[src/rtl/osd_loader.sv]
`default_nettype none
// +--------------------------------------------------------------------------+
// | osd_loader : command/data word loader driving the osd select/strobe bus  |
// | Optional data-stall timeout: define OSD_LOADER_TIMEOUT_EN                |
// | Revision   : 1.0                                                         |
// +--------------------------------------------------------------------------+
module osd_loader #(
   parameter int STB_HIGH  = 1,
   parameter int STB_LOW   = 1,
   parameter int DESEL_CYC = 2,
   parameter int TIMEOUT   = 4095
) (
   input  logic        clk_sys,
   input  logic        reset_n,
   input  logic        cmd_valid,
   output logic        cmd_ready,
   input  logic [7:0]  cmd,
   input  logic [12:0] len,
   input  logic        data_valid,
   output logic        data_ready,
   input  logic [15:0] data,
   output logic        io_osd,
   output logic        io_strobe,
   output logic [15:0] io_din,
   output logic        busy,
   output logic        done,
   output logic        err
);

   typedef enum logic [2:0] {
      ST_IDLE  = 3'd0,
      ST_SEL   = 3'd1,
      ST_CSTB  = 3'd2,
      ST_CGAP  = 3'd3,
      ST_DWAIT = 3'd4,
      ST_DSTB  = 3'd5,
      ST_DGAP  = 3'd6,
      ST_DESEL = 3'd7
   } state_t;

   localparam logic [3:0] c_stb_high_last = 4'(STB_HIGH - 1);
   localparam logic [3:0] c_stb_low_last  = 4'(STB_LOW - 1);
   localparam logic [3:0] c_desel_last    = 4'(DESEL_CYC - 1);

   if (STB_HIGH < 1 || STB_HIGH > 15) begin : g_chk_stb_high
      $error("osd_loader: STB_HIGH out of range 1..15");
   end
   if (STB_LOW < 1 || STB_LOW > 15) begin : g_chk_stb_low
      $error("osd_loader: STB_LOW out of range 1..15");
   end
   if (DESEL_CYC < 2 || DESEL_CYC > 15) begin : g_chk_desel
      $error("osd_loader: DESEL_CYC out of range 2..15");
   end
   if (TIMEOUT < 1) begin : g_chk_timeout
      $error("osd_loader: TIMEOUT must be at least 1");
   end

   state_t      state_q, state_d;
   logic [3:0]  cnt_q, cnt_d;
   logic [12:0] rem_q, rem_d;
   logic [15:0] io_din_q, io_din_d;
   logic        io_osd_q, io_osd_d;
   logic        io_strobe_q, io_strobe_d;
   logic        cmd_ready_q, cmd_ready_d;
   logic        data_ready_q, data_ready_d;
   logic        busy_q, busy_d;
   logic        done_q, done_d;
   logic        w_cmd_acc;
   logic        w_data_acc;

`ifdef OSD_LOADER_TIMEOUT_EN
   localparam int c_stall_w = (TIMEOUT > 1) ? $clog2(TIMEOUT) : 1;
   localparam logic [c_stall_w-1:0] c_stall_last = c_stall_w'(TIMEOUT - 1);

   logic [c_stall_w-1:0] stall_q, stall_d;
   logic                 abort_q, abort_d;
   logic                 err_q, err_d;
`endif

   assign w_cmd_acc  = cmd_valid & cmd_ready_q;
   assign w_data_acc = data_valid & data_ready_q;

   always_comb begin
      state_d  = state_q;
      cnt_d    = cnt_q;
      rem_d    = rem_q;
      io_din_d = io_din_q;
      done_d   = 1'b0;
`ifdef OSD_LOADER_TIMEOUT_EN
      stall_d  = stall_q;
      abort_d  = abort_q;
      err_d    = 1'b0;
`endif
      case (state_q)
         ST_IDLE: begin
            if (w_cmd_acc) begin
               io_din_d = {8'h00, cmd};
               rem_d    = len;
               cnt_d    = '0;
               state_d  = ST_SEL;
`ifdef OSD_LOADER_TIMEOUT_EN
               stall_d  = '0;
               abort_d  = 1'b0;
`endif
            end
         end
         ST_SEL: begin
            cnt_d   = '0;
            state_d = ST_CSTB;
         end
         ST_CSTB, ST_DSTB: begin
            if (cnt_q == c_stb_high_last) begin
               cnt_d   = '0;
               state_d = (state_q == ST_CSTB) ? ST_CGAP : ST_DGAP;
            end else begin
               cnt_d = cnt_q + 4'd1;
            end
         end
         ST_CGAP, ST_DGAP: begin
            if (cnt_q == c_stb_low_last) begin
               cnt_d   = '0;
               state_d = (rem_q != 13'd0) ? ST_DWAIT : ST_DESEL;
            end else begin
               cnt_d = cnt_q + 4'd1;
            end
         end
         ST_DWAIT: begin
            if (w_data_acc) begin
               io_din_d = data;
               rem_d    = rem_q - 13'd1;
               state_d  = ST_DSTB;
`ifdef OSD_LOADER_TIMEOUT_EN
               stall_d  = '0;
`endif
            end
`ifdef OSD_LOADER_TIMEOUT_EN
            else if (stall_q == c_stall_last) begin
               // Abandon the rest of the burst; DESEL still closes the frame.
               stall_d = '0;
               rem_d   = '0;
               abort_d = 1'b1;
               cnt_d   = '0;
               state_d = ST_DESEL;
            end else begin
               stall_d = stall_q + 1'b1;
            end
`endif
         end
         ST_DESEL: begin
            if (cnt_q == c_desel_last) begin
               cnt_d   = '0;
               state_d = ST_IDLE;
`ifdef OSD_LOADER_TIMEOUT_EN
               done_d  = ~abort_q;
               err_d   = abort_q;
               abort_d = 1'b0;
`else
               done_d  = 1'b1;
`endif
            end else begin
               cnt_d = cnt_q + 4'd1;
            end
         end
         default: state_d = ST_IDLE;
      endcase

      cmd_ready_d  = (state_d == ST_IDLE);
      data_ready_d = (state_d == ST_DWAIT);
      busy_d       = (state_d != ST_IDLE);
      // Select and strobe trail the state by one cycle: io_din is then settled
      // a cycle before each strobe rise, and io_osd stays up for the first
      // DESEL cycle; the IDLE cycle after DESEL restores the full low time.
      io_osd_d     = w_cmd_acc | ((state_q != ST_IDLE) & (state_q != ST_DESEL));
      io_strobe_d  = (state_q == ST_CSTB) | (state_q == ST_DSTB);
   end

   always_ff @(posedge clk_sys or negedge reset_n) begin
      if (!reset_n) begin
         state_q      <= ST_IDLE;
         cnt_q        <= '0;
         rem_q        <= '0;
         io_din_q     <= '0;
         io_osd_q     <= 1'b0;
         io_strobe_q  <= 1'b0;
         cmd_ready_q  <= 1'b1;
         data_ready_q <= 1'b0;
         busy_q       <= 1'b0;
         done_q       <= 1'b0;
`ifdef OSD_LOADER_TIMEOUT_EN
         stall_q      <= '0;
         abort_q      <= 1'b0;
         err_q        <= 1'b0;
`endif
      end else begin
         state_q      <= state_d;
         cnt_q        <= cnt_d;
         rem_q        <= rem_d;
         io_din_q     <= io_din_d;
         io_osd_q     <= io_osd_d;
         io_strobe_q  <= io_strobe_d;
         cmd_ready_q  <= cmd_ready_d;
         data_ready_q <= data_ready_d;
         busy_q       <= busy_d;
         done_q       <= done_d;
`ifdef OSD_LOADER_TIMEOUT_EN
         stall_q      <= stall_d;
         abort_q      <= abort_d;
         err_q        <= err_d;
`endif
      end
   end

   assign cmd_ready  = cmd_ready_q;
   assign data_ready = data_ready_q;
   assign io_osd     = io_osd_q;
   assign io_strobe  = io_strobe_q;
   assign io_din     = io_din_q;
   assign busy       = busy_q;
   assign done       = done_q;
`ifdef OSD_LOADER_TIMEOUT_EN
   assign err        = err_q;
`else
   assign err        = 1'b0;
`endif

endmodule
`default_nettype wire

[config.mk]
export PLATFORM = sky130hd
export DESIGN_NAME = osd_loader
export DESIGN_NICKNAME = d
export VERILOG_FILES = /design/src/rtl/osd_loader.sv
export SDC_FILE = /design/constraint.sdc
export NUM_CORES = 1
export LEC_CHECK = 0
export BUFFER_PORTS_ARGS = -buffer_cell sky130_fd_sc_hd__buf_2
export CAP_MARGIN = 30
export CORE_UTILIZATION = 45
export CTS_BUF_LIST = sky130_fd_sc_hd__clkbuf_8
export DETAILED_ROUTE_END_ITERATION = 12
export GPL_ROUTABILITY_DRIVEN = 0
export GPL_TIMING_DRIVEN = 1
export PLACE_DENSITY = 0.73
export SLEW_MARGIN = 15
export SYNTH_ARGS = -nofsm -noshare
export SYNTH_HDL_FRONTEND = slang
export SYNTH_SLANG_ARGS = --single-unit
[constraint.sdc]
create_clock -name clk_sys -period 1.85 [get_ports clk_sys]
set_input_delay 0.4625 -clock clk_sys [delete_from_list [all_inputs] [get_ports clk_sys]]
set_output_delay 0.4625 -clock clk_sys [all_outputs]
set_load 0.05 [all_outputs]
# Word-level counts from Yosys, hierarchy flattened
# Index checks and enable logic that the tools add are counted.
[totals] word_cells=62 reg_bits=42 out_inout_bits=23
[op_classes] n_bitwise=5 n_eq_ne=12 n_mux=20 n_reduce_logical=13 n_addsub=2
[op_table] op="2-to-1 mux 16 bit" n=2
[op_table] op="case mux 16 bit (2 select lines)" n=1
[op_table] op="2-to-1 mux 13 bit" n=2
[op_table] op="case mux 13 bit (2 select lines)" n=1
[op_table] op="2-to-1 mux 3 bit" n=6
[op_table] op="case mux 3 bit (6 select lines)" n=1
[op_table] op="case mux 4 bit (4 select lines)" n=1
[op_table] op="== test 3 bit (second input constant)" n=5
[op_table] op="nonzero test 13 bit" n=1
[op_table] op="subtractor 13 x 1 -> 13 bit (second input constant)" n=1
[op_table] op="2-to-1 mux 4 bit" n=3
[op_table] op="== test 3 x 2 -> 1 bit (second input constant)" n=2
[op_table] op="zero test 3 bit" n=2
[op_table] op="nonzero test 3 bit" n=2
[op_table] op="adder 4 x 1 -> 4 bit (second input constant)" n=1
[op_table] op="== test 4 x 1 -> 1 bit (second input constant)" n=1
[op_table] op="zero test 4 bit" n=1
[op_table] op="!= test 2 bit (second input constant)" n=2
[op_table] op="nonzero test 4 bit" n=1
[op_table] op="OR reduction 2 bit" n=2
[op_table] op="OR reduction 4 bit" n=1
[op_table] op="bitwise AND 1 bit" n=3
[op_table] op="== test 3 x 1 -> 1 bit (second input constant)" n=1
[op_table] op="!= test 3 bit (second input constant)" n=1
[op_table] op="6 further kinds" n=8

# Logic depth before layout (Yosys ltp)
[logic_depth] ltp_word=5 ltp_mapped=7 ltp_nobuf=7

# Worst setup path after synthesis
# No wires, ideal clock.
[synth_timing] path_type="reg-to-reg" start="register cnt_q[0]" end="register busy_q, in the netlist busy" setup_ns=0.131 required_ns=1.719 stages_incl_launch_ff=8 slack_ns=-0.181 path_buffers=0 arrival_time_ns=1.900 cell_sequence="dfrtp_1 > inv_1 > ha_1 > nor3b_2 > mux2i_1 > o21ai_0 > a211o_1 > or3_1"
[synth_between] elab_chain_len=4 elab_cells_between_ends=7
[synth_rtl] element="start, declared" line="59" source="logic [3:0] cnt_q, cnt_d;"
[synth_rtl] element="start signal, assigned" line="196" source="cnt_q <= cnt_d;"
[synth_rtl] element="== test 4 x 1 -> 1 bit or zero test 4 bit (tied branches)" line="150, 112, 120"
[synth_rtl] element="2-to-1 mux 3 bit (on tied branches)" line="150, 112, 120"
[synth_rtl] element="case mux 3 bit (6 select lines) *" line="94" source="case (state_q)"
[synth_rtl] element="net state_d[1]" line="58" source="state_t state_q, state_d;"
[synth_rtl] element="nonzero test 3 bit *" line="169" source="busy_d = (state_d != ST_IDLE);"
[synth_rtl] element="net busy_d" line="66" source="logic busy_q, busy_d;"
[synth_rtl] element="end signal, assigned" line="203" source="busy_q <= busy_d;"
[synth_rtl] element="end, declared" line="66"
# Mark *: on every way through the listed nets, which the timed path passes. The rest lies on a longest branch.
# A chain may end at the register's enable or synchronous reset.

# Worst setup path in the final report
[layout_timing] start="register cnt_q[1]" end="register busy_q, in the netlist busy"
# Same word-level chain as after synthesis.

==> results.yml <==
status:
  status: "complete, but fails checks"
  violations: "setup timing"
layout:
  area_delta_synth_final_pct: 34.6
  antenna_cells: 0
  nFillCells: 416
  nNetsFinal: 381
  drive_above_1_share_pct: 36.4
  finalNonFillerCells: 402
synth:
  synth_seq_cells: 42
  ys_seq_area_share_pct: 47.1
  yosys.area.top_type_share_pct: 45.9
  yosys.area.top_type: "dfrtp_1"
  ys_async_sr_fraction_pct: 100
  syn_avg_cell_area_um2: 8.80
  synth_edf_count: 0
  synth_commonest_cells: "nand2_1, dfrtp_1, nor2_1"
  synth_area_um2: 2230
  synth.most_common_cell: "nand2_1"
  ys.flop_type: "dfrtp_1"
  yosys_warnings: 0
  synth.net_count: 301
  synthDistinctLibCells: 52
  postSynthCellCount: 254
  yosys-top-cells-area: "dfrtp_1, nand2_1, a21oi_1"
sta:
  worst_pin_slew_ns: 0.524
  finalSetupViolations: 3
  finalWorstSetupSlack_ns: -0.105
  finalCritPeriodShare_pct: 106
  max_slew_margin_pct: 65.1
  finalWorstPathRequiredPeriod_ns: 1.95
  fin_setup_tns_ns: -0.129
  drv_slew: 0
  fin_skew_ns: 0.00656
  hold_viol: 0
  rsz0062_at_grt: "yes"
  max_clock_freq_mhz: 512
cts:
  clk_pin_slew_ns: 0.09
  clk_path_buf_depth: 2
  cts_root_buffer: "clkbuf_8"
  cts.sinks: 42
  h-tree-depth: 2
  numCtsBuffers: 5
  cts_tree: "yes"
  clkLatencyLatePin_ns: 0.30
floorplanning:
  fp.dieW_um: 72.5
  row_count: 25
  core-area_um2: 4750
  die_y_um: 72.5
  dieArea_um2: 5250
  start_util_pct: 47.0
  io_pins: 64
worst_setup_path:
  worstSetupPathType: "reg2reg"
  required_ns: 2.03
  endpoint_kind: "register"
  crit_fanout: 4
  cp_common_cell: "or3_1"
  critPathLaunch: "cnt_q[1]$_DFFE_PN0P_"
  arrival_ns: 2.13
  crit_slowest_cell: "dfrtp_1"
  slowest_delay_ns: 0.40
  setup.worst_path.start_class: "register"
  cp_cell_sequence: "inv_2, ha_4, nor3b_4, o31ai_1, or3_1, o22a_1, or3_1"
  timing.rr.start: "cnt_q[1]$_DFFE_PN0P_"
drt:
  firstDrtPassIters: 4
  vias: 2107
  routed_wl_um: 5380
  drtAntennaViolNets: 0
  first_iter_violations: 103
  drc: 0
  post_drt_wl_per_cell_um: 13.4
  viasPerCell: 5.24
global_route:
  antenna_found_initial: 0
  grt_pass1_vias: 2035
  grt_max_degree: 43
  overflow: 0
  grt_pass1_wl_um: 8870
  grt_use_total_pct: 21.6
power:
  max-vdd-ir-drop_mv: 0.747
  power.density_nw_per_um2: 1760
  total_leakage_power_nw: 1.44
placed_design:
  place_inst: 392
  dp.final_hpwl_um: 3660
  io_buffers: 62
job:
  cap_violations: 0
min_path:
  hp-class: "in2async"
-- stage by stage --
step	util, %	setup WS (ns)	total power, mW	instance area, um2	hold WS, ns
floorplan	-	-0.0252	3.45	2260	0.167
global placement	58.9	-0.00198	4.28	2800	0.446
detailed placement	58.9	-0.0373	4.34	2800	0.451
CTS	61.3	-0.0763	5.10	2920	0.236
global route	63.3	-0.207	5.70	3010	0.262
finish	63.3	-0.105	5.30	3010	0.216
-- cells by family (layout without fill, tap and decap cells) --
kind of cell / count (synthesis) / count (layout) / share of synthesized area [%]
mux: 1 / 1 / 0.448
compound gates: 70 / 70 / 20.3
flops: 42 / 42 / 47.1
other cells: 1 / 1 / 0.168
fa+ha+maj: 6 / 6 / 3.36
xor+xnor: 2 / 2 / 0.784
simple gates: 111 / 111 / 23.9
buf+inv: 21 / 102 / 4.03
-- final cells by class --
class	instances	area [um2]	share of cell area [%]
tap	67	83.8	2.79
clock buffer	5	68.8	2.29
inverter	7	26.3	0.874
timing repair buffer	87	536	17.8
clock inverter	3	43.8	1.46
multi-input combinational	191	1200	39.8
sequential	42	1050	35.0
-- report_power, final --
part	switching, mW	internal (mW)
Sequential	0.264	1.28
Clock	0.334	0.405
Combinational	1.87	1.14
-- layout by cell type, fill, tap and decap left out, drive strengths merged, types with 8 or more instances in the layout --
cell type,n
nor2,25
nor3,10
inv,8
a21oi,19
o21ai,18
nand2,43
nand3,12
a31oi,8
buf,87
dfrtp,41
-- layer usage --
layer | routed length [um] | global-route usage (%) | share of wire [%]
met4 | 68 | 5.88 | 1.3
met5 | 0 | 0 | 0
met3 | 142 | 4.58 | 2.6
met2 | 2740 | 37.6 | 51
met1 | 2420 | 27.2 | 45
-- sequential cells by signal (all words and copies together), names as in the netlist --
| signal | flops |
|---|---|
| busy | 1 |
| cmd_ready | 1 |
| cnt_q | 4 |
| data_ready | 1 |
| done | 1 |
| io_din | 16 |
| io_osd | 1 |
| io_strobe | 1 |
| rem_q | 13 |
| state_q | 3 |
-- final timing paths --
path | end | slack, ns | cells after the start
worst max register to register | busy$_DFF_PN0_ | -0.10 | 7
max in group asynchronous | rem_q[2]$_DFFE_PN0P_ | 1.27 | 2
worst min register to register | io_din[11]$_DFFE_PN0P_ | 0.47 | 2
worst max-delay path | busy$_DFF_PN0_ | -0.10 | 7
min in group clk_sys | io_din[15]$_DFFE_PN0P_ | 0.38 | 3
worst min-delay path | rem_q[9]$_DFFE_PN0P_ | 0.22 | 2
-- critical path: cells and delay by family, from the launching register on --
kind	cells	cell delay, ns
buffers and inverters	1	0.08
AO/OA/AOI/OAI	2	0.35
flip-flops	1	0.40
AND/OR/NAND/NOR	3	0.87
adder cells (fa/ha/maj)	1	0.13
-- repair_timing --
| item | in CTS | in global routing |
|---|---|---|
| hold buffers | 0 | 0 |
| resized for setup | 0 | 16 |
| pin swaps | 0 | 5 |
| setup endpoints to repair | 1 | 9 |
| setup buffers | 0 | 2 |
Power figures use the tool's default switching activity.
